$ cat config.mk
export PLATFORM = sky130hd
export DESIGN_NAME = clock_set_ctrl
export DESIGN_NICKNAME = d
export VERILOG_FILES = /design/src/rtl/clock_set_ctrl.sv
export SDC_FILE = /design/constraint.sdc
export NUM_CORES = 1
export LEC_CHECK = 0
export ABC_CLOCK_PERIOD_IN_PS = 3800
export CORE_MARGIN = 10
export CORE_UTILIZATION = 45
export CTS_CLUSTER_DIAMETER = 60
export DETAILED_ROUTE_END_ITERATION = 8
export PLACE_DENSITY = 0.72
export SYNTH_ARGS = -nofsm -noshare
export SYNTH_HDL_FRONTEND = slang
export SYNTH_SLANG_ARGS = --single-unit
$ cat constraint.sdc
create_clock -name sys_clk -period 3.8 [get_ports sys_clk]
set_input_delay 0.38 -clock sys_clk [delete_from_list [all_inputs] [get_ports sys_clk]]
set_output_delay 0.38 -clock sys_clk [all_outputs]
set_load 0.05 [all_outputs]
$ cat src/rtl/clock_set_ctrl.sv
// Time-set front end for the mm:ss clock: button debounce,
// edit FSM, timekeeper freeze/load and per-digit blink mask.
module clock_set_ctrl #(
    parameter int DEBOUNCE_CYCLES = 1_000_000,
    parameter int BLINK_CYCLES    = 12_500_000
) (
    input  logic       sys_clk,
    input  logic       rst,
    input  logic       btn_mode,
    input  logic       btn_inc,
    input  logic       btn_dec,
    input  logic [5:0] cur_min,
    input  logic [5:0] cur_sec,
    output logic [5:0] set_min,
    output logic [5:0] set_sec,
    output logic       load,
    output logic       run_en,
    output logic [3:0] blank_sel,
    output logic [1:0] mode
);

    localparam int DW = $clog2(DEBOUNCE_CYCLES);
    localparam int BW = (BLINK_CYCLES > 1) ? $clog2(BLINK_CYCLES) : 1;

    localparam logic [DW-1:0] DB_LAST = DW'(DEBOUNCE_CYCLES - 1);
    localparam logic [BW-1:0] BL_LAST = BW'(BLINK_CYCLES - 1);

    localparam logic [1:0] RUN     = 2'b00;
    localparam logic [1:0] SET_MIN = 2'b01;
    localparam logic [1:0] SET_SEC = 2'b10;

    logic [2:0]    raw;
    logic [2:0]    sync1;
    logic [2:0]    sync2;
    logic [2:0]    stable;
    logic [2:0]    stable_d;
    logic [2:0]    press;
    logic [DW-1:0] db_cnt [3];

    logic          p_mode;
    logic          p_inc;
    logic          p_dec;

    logic [1:0]    state;
    logic [1:0]    state_nxt;
    logic [BW-1:0] blink_cnt;
    logic          phase;

    assign raw = {btn_dec, btn_inc, btn_mode};

    // Two-flop synchronizers and the one-cycle delayed accepted level
    always_ff @(posedge sys_clk) begin
        if (rst) begin
            sync1    <= '0;
            sync2    <= '0;
            stable_d <= '0;
        end else begin
            sync1    <= raw;
            sync2    <= sync1;
            stable_d <= stable;
        end
    end

    // Accept a new level only after it persists for DEBOUNCE_CYCLES cycles
    always_ff @(posedge sys_clk) begin
        if (rst) begin
            stable <= '0;
            for (int i = 0; i < 3; i++) begin
                db_cnt[i] <= '0;
            end
        end else begin
            for (int i = 0; i < 3; i++) begin
                if (sync2[i] != stable[i]) begin
                    if (db_cnt[i] == DB_LAST) begin
                        stable[i] <= sync2[i];
                        db_cnt[i] <= '0;
                    end else begin
                        db_cnt[i] <= db_cnt[i] + DW'(1);
                    end
                end else begin
                    db_cnt[i] <= '0;
                end
            end
        end
    end

    assign press  = stable & ~stable_d;
    assign p_mode = press[0];
    assign p_inc  = press[1];
    assign p_dec  = press[2];

    // Modulo-60 step; simultaneous inc and dec cancel out
    function automatic logic [5:0] step60(
        input logic [5:0] v,
        input logic       up,
        input logic       dn
    );
        logic [5:0] r;
        r = v;
        if (up && !dn) begin
            r = (v == 6'd59) ? 6'd0 : v + 6'd1;
        end else if (dn && !up) begin
            r = (v == 6'd0) ? 6'd59 : v - 6'd1;
        end
        return r;
    endfunction

    // Mode button cycles RUN -> SET_MIN -> SET_SEC -> RUN
    always_comb begin
        state_nxt = state;
        case (state)
            RUN:     if (p_mode) state_nxt = SET_MIN;
            SET_MIN: if (p_mode) state_nxt = SET_SEC;
            SET_SEC: if (p_mode) state_nxt = RUN;
            default: state_nxt = RUN;
        endcase
    end

    // Edit datapath: capture on entry, step while editing, load on exit
    always_ff @(posedge sys_clk) begin
        if (rst) begin
            state   <= RUN;
            set_min <= '0;
            set_sec <= '0;
            load    <= 1'b0;
            run_en  <= 1'b1;
        end else begin
            state  <= state_nxt;
            load   <= 1'b0;
            run_en <= (state_nxt == RUN);
            case (state)
                RUN: begin
                    if (p_mode) begin
                        set_min <= cur_min;
                        set_sec <= cur_sec;
                    end
                end
                SET_MIN: begin
                    if (!p_mode) begin
                        set_min <= step60(set_min, p_inc, p_dec);
                    end
                end
                SET_SEC: begin
                    if (p_mode) begin
                        load <= 1'b1;
                    end else begin
                        set_sec <= step60(set_sec, p_inc, p_dec);
                    end
                end
                default: ;
            endcase
        end
    end

    // Blink phase generator, restarted visible on every state entry
    always_ff @(posedge sys_clk) begin
        if (rst || (state_nxt != state)) begin
            blink_cnt <= '0;
            phase     <= 1'b0;
        end else if (state != RUN) begin
            if (blink_cnt == BL_LAST) begin
                blink_cnt <= '0;
                phase     <= ~phase;
            end else begin
                blink_cnt <= blink_cnt + BW'(1);
            end
        end
    end

    // Blank mask decoded from registers only
    always_comb begin
        blank_sel = 4'b0000;
        case (state)
            SET_MIN: blank_sel = {phase, phase, 2'b00};
            SET_SEC: blank_sel = {2'b00, phase, phase};
            default: blank_sel = 4'b0000;
        endcase
    end

    assign mode = state;

endmodule

# --- After elaboration in Yosys (flattened, before gate mapping) ---
# Memories as Yosys holds them, arrays and structs flattened.
# Index checks and enable logic that the tools add are counted.
totals:
  latch_bits: 0
  register_bits: 53
  romBits: 0
  mem_bits_rw: 60
  input_bits: 17
  elab_cells: 136
  out_inout_bits: 20
  memories: 1
classes:
  n_reduce_logical: 19
  multipliers: 0
  addsub: 8
  n_shift: 0
  n_bitwise: 13
  n_div: 0
  n_mux: 65
  eq_ne: 17
  magnitude_cmp: 0
mem_list:
  columns: ["memory", "words", "word_bits", "read_ports", "rd_clocked_by_memory_dff", "wr", "line_no", "rtl"]
  rows:
  - ["db_cnt", 3, 20, 3, 0, 3, "38", "logic [DW-1:0] db_cnt [3];"]
ops:
  columns: ["op", "n"]
  rows:
  - ["two-way mux 20 bit", 9]
  - ["two-way mux 6 bit", 12]
  - ["adder 20 x 1 -> 20 bit (second input constant)", 3]
  - ["equality test 20 bit (second input constant)", 3]
  - ["two-way mux 1 bit", 36]
  - ["adder 24 x 1 -> 24 bit (second input constant)", 1]
  - ["equality test 24 bit (second input constant)", 1]
  - ["two-way mux 24 bit", 1]
  - ["one-hot mux 6 bit (2 select lines)", 2]
  - ["adder 6 x 1 -> 6 bit (second input constant)", 2]
  - ["equality test 6 bit (second input constant)", 2]
  - ["logical NOT 6 bit", 2]
  - ["subtractor 6 x 1 -> 6 bit (second input constant)", 2]
  - ["bitwise OR 1 bit", 9]
  - ["one-hot mux 4 bit (2 select lines)", 1]
  - ["AND reduction 2 bit", 4]
  - ["AND reduction 4 bit", 2]
  - ["two-way mux 2 bit", 3]
  - ["inequality test 2 bit (second input constant)", 3]
  - ["inequality test 3 bit (second input constant)", 2]
  - ["one-hot mux 2 bit (3 select lines)", 1]
  - ["nonzero test 2 bit", 3]
  - ["logical NOT 2 bit", 2]
  - ["bitwise AND 3 bit", 1]
  - ["other kinds (10)", 15]

# --- Logic depth before layout (Yosys ltp) ---
logic_depth:
  depth_word: 8
  mapped_depth: 9
  mapped_depth_nobuf: 7

# --- Worst setup path after synthesis ---
# No wires, ideal clock.
synth_timing:
  kind: "register to output"
  start: "register state[1], in the netlist mode[1]"
  end: "output port blank_sel[1]"
  required_time_ps: 3420
  arrival_ps: 2092
  n_path_buf: 2
  path_stages_with_launch: 5
  path_slack_ps: 1328
  path_cell_list: "dfxtp_1 > ha_1 > clkbuf_1 > and2_1 > buf_4"
synth_via:
  elab_chain_len: 2
  word_cells_on_any_way: 3
  cone_classes: "eq/ne (2); mux (1)"
synth_rtl:
  columns: ["element", "line_no", "rtl"]
  rows:
  - ["start, declared", "44", "logic [1:0] state;"]
  - ["start signal, assigned", "128", "state <= state_nxt;"]
  - ["equality test 2 bit or equality test 2 x 1 -> 1 bit (tied branches)", "173", "case (state)"]
  - ["one-hot mux 4 bit (2 select lines) *", "173", null]
  - ["end, declared", "18", "output logic [3:0] blank_sel,"]
# Every way passes the cells marked *; elsewhere a longest branch is shown, timed or not.

# --- Final worst setup path ---
layout_timing:
  start: "register state[1], in the netlist mode[1]"
  end: "output port blank_sel[3]"
# The elaborated chain is that of the path after synthesis.

==> out/summary.md <==
* slowest stage cell on the critical path: clkdlybuf4s50_1
* number of buffers and inverters on the critical path: 2
* worst rel slew slack: 0.182
* part of the Yosys area used for sequential elements: 0.463
* DRC Markers: 0
* startpoint of the worst hold path: sync1[2]
* Post-synth top flop: edfxtp_1
* beginning of the worst register-to-register path: mode[1]
* number of design-rule violations left by the first detailed-router iteration: 390
* ant diodes: 0
* post-CTS setup buffer count: 0
* highest ir drop seen on vdd: 0.319 mV
* total global-route track usage: 0.142
* netlist area before placement: 6180 sq um
* overall via count from detail_route: 4,790
* static leakage: 2.71 nW
* Fmax: 0.347 GHz
* fraction of final layout cells sized beyond drive strength 1: 0.0751
* ratio of total power to cell area: 421 nW/um^2
* Die Outline Area: 18,800 sq um
* leftover overflow at the end of global routing: 0
* synthesis warning total: 0
* max-slew violations: 0
* post-synthesis async set-or-reset flop share: 0
* core utilization of the finished layout: 0.563
* most frequent cells in the layout: nor2_1 (117), edfxtp_1 (60), conb_1 (60), dfxtp_1 (53), xor2_1 (51)
* CTS root buf: clkbuf_16
* Initial Util: 0.463
* number of endpoints with negative hold slack in the final report: 0
* CTS tree: yes
* Die X: 137 um
* H-tree levels: 4
* number of iterations in the first detailed-routing pass: 5
* fill cell total of the finished layout: 1,162
* clk slew on worst S/H paths: 50 ps
* critical setup path kind: reg -> out
* dpl ws: 1360 ps
* crit-path max cell delay: 840 ps
* kind of path behind the tightest hold check: reg -> reg
* standard cell core area: 13,300 sq um
* number of CTS-inserted buffers: 17
* antenna violations before repair: 0
* number of hold buffers added after cts: 0
* post-route cell area: 7510 sq um
* reg2reg end: set_min[4]
* CTS Buffer Depth: 2
* post-cts gate resize count: 0
* crit path cell chain: inv_1, ha_1, and3_1, clkdlybuf4s50_1
* Setup crit start kind: flip-flop
* mean instance size in the synthesized netlist: 9.60 sq um
* multi-input combinational cell area: 3330 sq um
* number of buffers added on ports: 36
* clock sink total: 113
* Total Power: 3.16 mW
* MaxCap Viol Count: 0
* number of flops mapped to enable cells by yosys: 60
* routed via count divided by cell count: 5.20
* Synth area leader: edfxtp_1
* share of the clock period used by the worst path after layout: 0.759
* final estimated routing congestion in global placement: 0.812
* result of the run: finished, final reports clean
* cell types occupying the most area after synthesis: edfxtp_1 (29%), dfxtp_1 (17%), xor2_1 (7.2%)
* Yosys reg bits: 113
* overall die height: 137 um
* wire length of the first global-routing pass: 21.7 mm
* R2R depth: 6
* final number of setup-violating endpoints: 0
* total detailed-routing wirelength: 12.7 mm
* Cell variety after synth: 67
* flop-to-flop setup slack: 1400 ps
* shortest clock period the worst path allows after layout: 2880 ps
* unrepaired setup endpoints after global routing: false
* area occupied by registers: 2860 sq um
* nets: 765
* final clock skew: 6.00 ps
* gate count after technology mapping: 644
* crit-path leading delay family: buffers and inverters
* critical path endpoint category: output pin
* area grow syn2layout: 21.5%
* most common library cell in the layout ignoring fill and taps: nor2_1
* vias in the first global route: 4,799
* required time at the endpoint of the critical path: 3420 ps
* boundary pin count: 37
* total negative slack: 0 ps
* hold endpoint: sync2[2]
* number of cells on the worst hold path: 1
* portion of synthesized cell area occupied by the leading cell type: 0.291
* pin count of the biggest net entering global routing: 23
* Worst Max-Slew Pin Slew: 1210 ps
* antenna-violating nets left: 0
* worst path setup slack after routing: 915 ps
* Wirelength per Cell: 13.7 um
* maximum fanout encountered on the critical timing path: 15
* clock latency at the later pin of the worst-skew pair: 420 ps
* number of rows in the core area: 42
* CP arrival: 2500 ps
* area of placed instances: 6860 sq um
* DP Wirelength: 8.98 mm
[power breakdown]
group / leakage [nW] / switching, mW / internal, mW
clock network: 0.319 / 0.539 / 1.18
logic: 1.34 / 0.0485 / 0.0398
registers: 1.05 / 0.0308 / 1.32
[synth_stat cells (4+ instances only)]
library cell,number
nand3_1,40
nor3_1,15
edfxtp_1,60
xor2_1,51
nor2_2,10
ha_1,15
nand2b_1,4
and4_1,8
nor2_1,117
clkbuf_1,15
buf_2,7
o21ai_0,9
a21oi_1,6
mux2i_1,7
a211oi_1,5
nor2b_1,15
nand4_1,22
dfxtp_1,53
xnor2_1,35
nand2_1,32
and2_1,4
nor4_1,9
a31oi_1,7
and3_1,15
inv_1,20
[state kept, by name, indices dropped and copies added, names as in the netlist, 2 cells and up]
signal and flops:
db_cnt 60, blink_cnt 24, set_min 6, set_sec 6
stable 3, stable_d 3, sync1 3, sync2 3
mode 2
[worst register-to-register path, delay by kind of cell (launching register included)]
family,cells,cell delay (ps)
compound gates,2,1230
simple gates,2,210
buf+inv,1,120
flops,1,360
fa+ha+maj,1,390
[how the worst max path moves through the flow]
stage | from | depth (start not counted) | endpoint | slack [ps]
finish | mode[1] | 4 | blank_sel[3] | 920
global route | mode[1] | 4 | blank_sel[3] | 780
CTS | mode[1] | 4 | blank_sel[3] | 910
detailed placement | mode[1] | 4 | blank_sel[3] | 1360
global placement | mode[1] | 4 | blank_sel[3] | 1410
floorplan | mode[1] | 4 | blank_sel[1] | 1330
[final cells by class]
| type | instances | share of cell area |
|---|---|---|
| multi-input combinational | 544 | 0.444 |
| sequential | 113 | 0.381 |
| clock buffer | 23 | 0.0665 |
| timing repair buffer | 37 | 0.0490 |
| tap | 176 | 0.0293 |
| clock inverter | 9 | 0.0198 |
| inverter | 20 | 0.0100 |
[logic make-up after synthesis]
| logic type | count (synthesis) | share of synthesized area |
|---|---|---|
| AND/OR/NAND/NOR | 320 | 0.274 |
| other | 1 | 0.000607 |
| XOR/XNOR | 86 | 0.122 |
| adder cells (fa/ha/maj) | 15 | 0.0304 |
| multiplexers | 7 | 0.0113 |
| AO/OA/AOI/OAI | 56 | 0.0658 |
| flip-flops | 113 | 0.463 |
| buffers and inverters | 46 | 0.0332 |
[per-layer routing]
metal	wire, um	global-route usage	vias up
met5	0	0	-
met4	173	0.0457	0
met3	713	0.0590	19
met2	6170	0.234	81
met1	5610	0.166	2279
li1	-	-	2411
[through the flow]
step | hold slack, ps | std cells
floorplan | 414 | 703
global placement | 423 | 890
detailed placement | 425 | 890
CTS | 436 | 922
global route | 470 | 922
finish | 433 | 922
(Power assumes the default switching activity.)
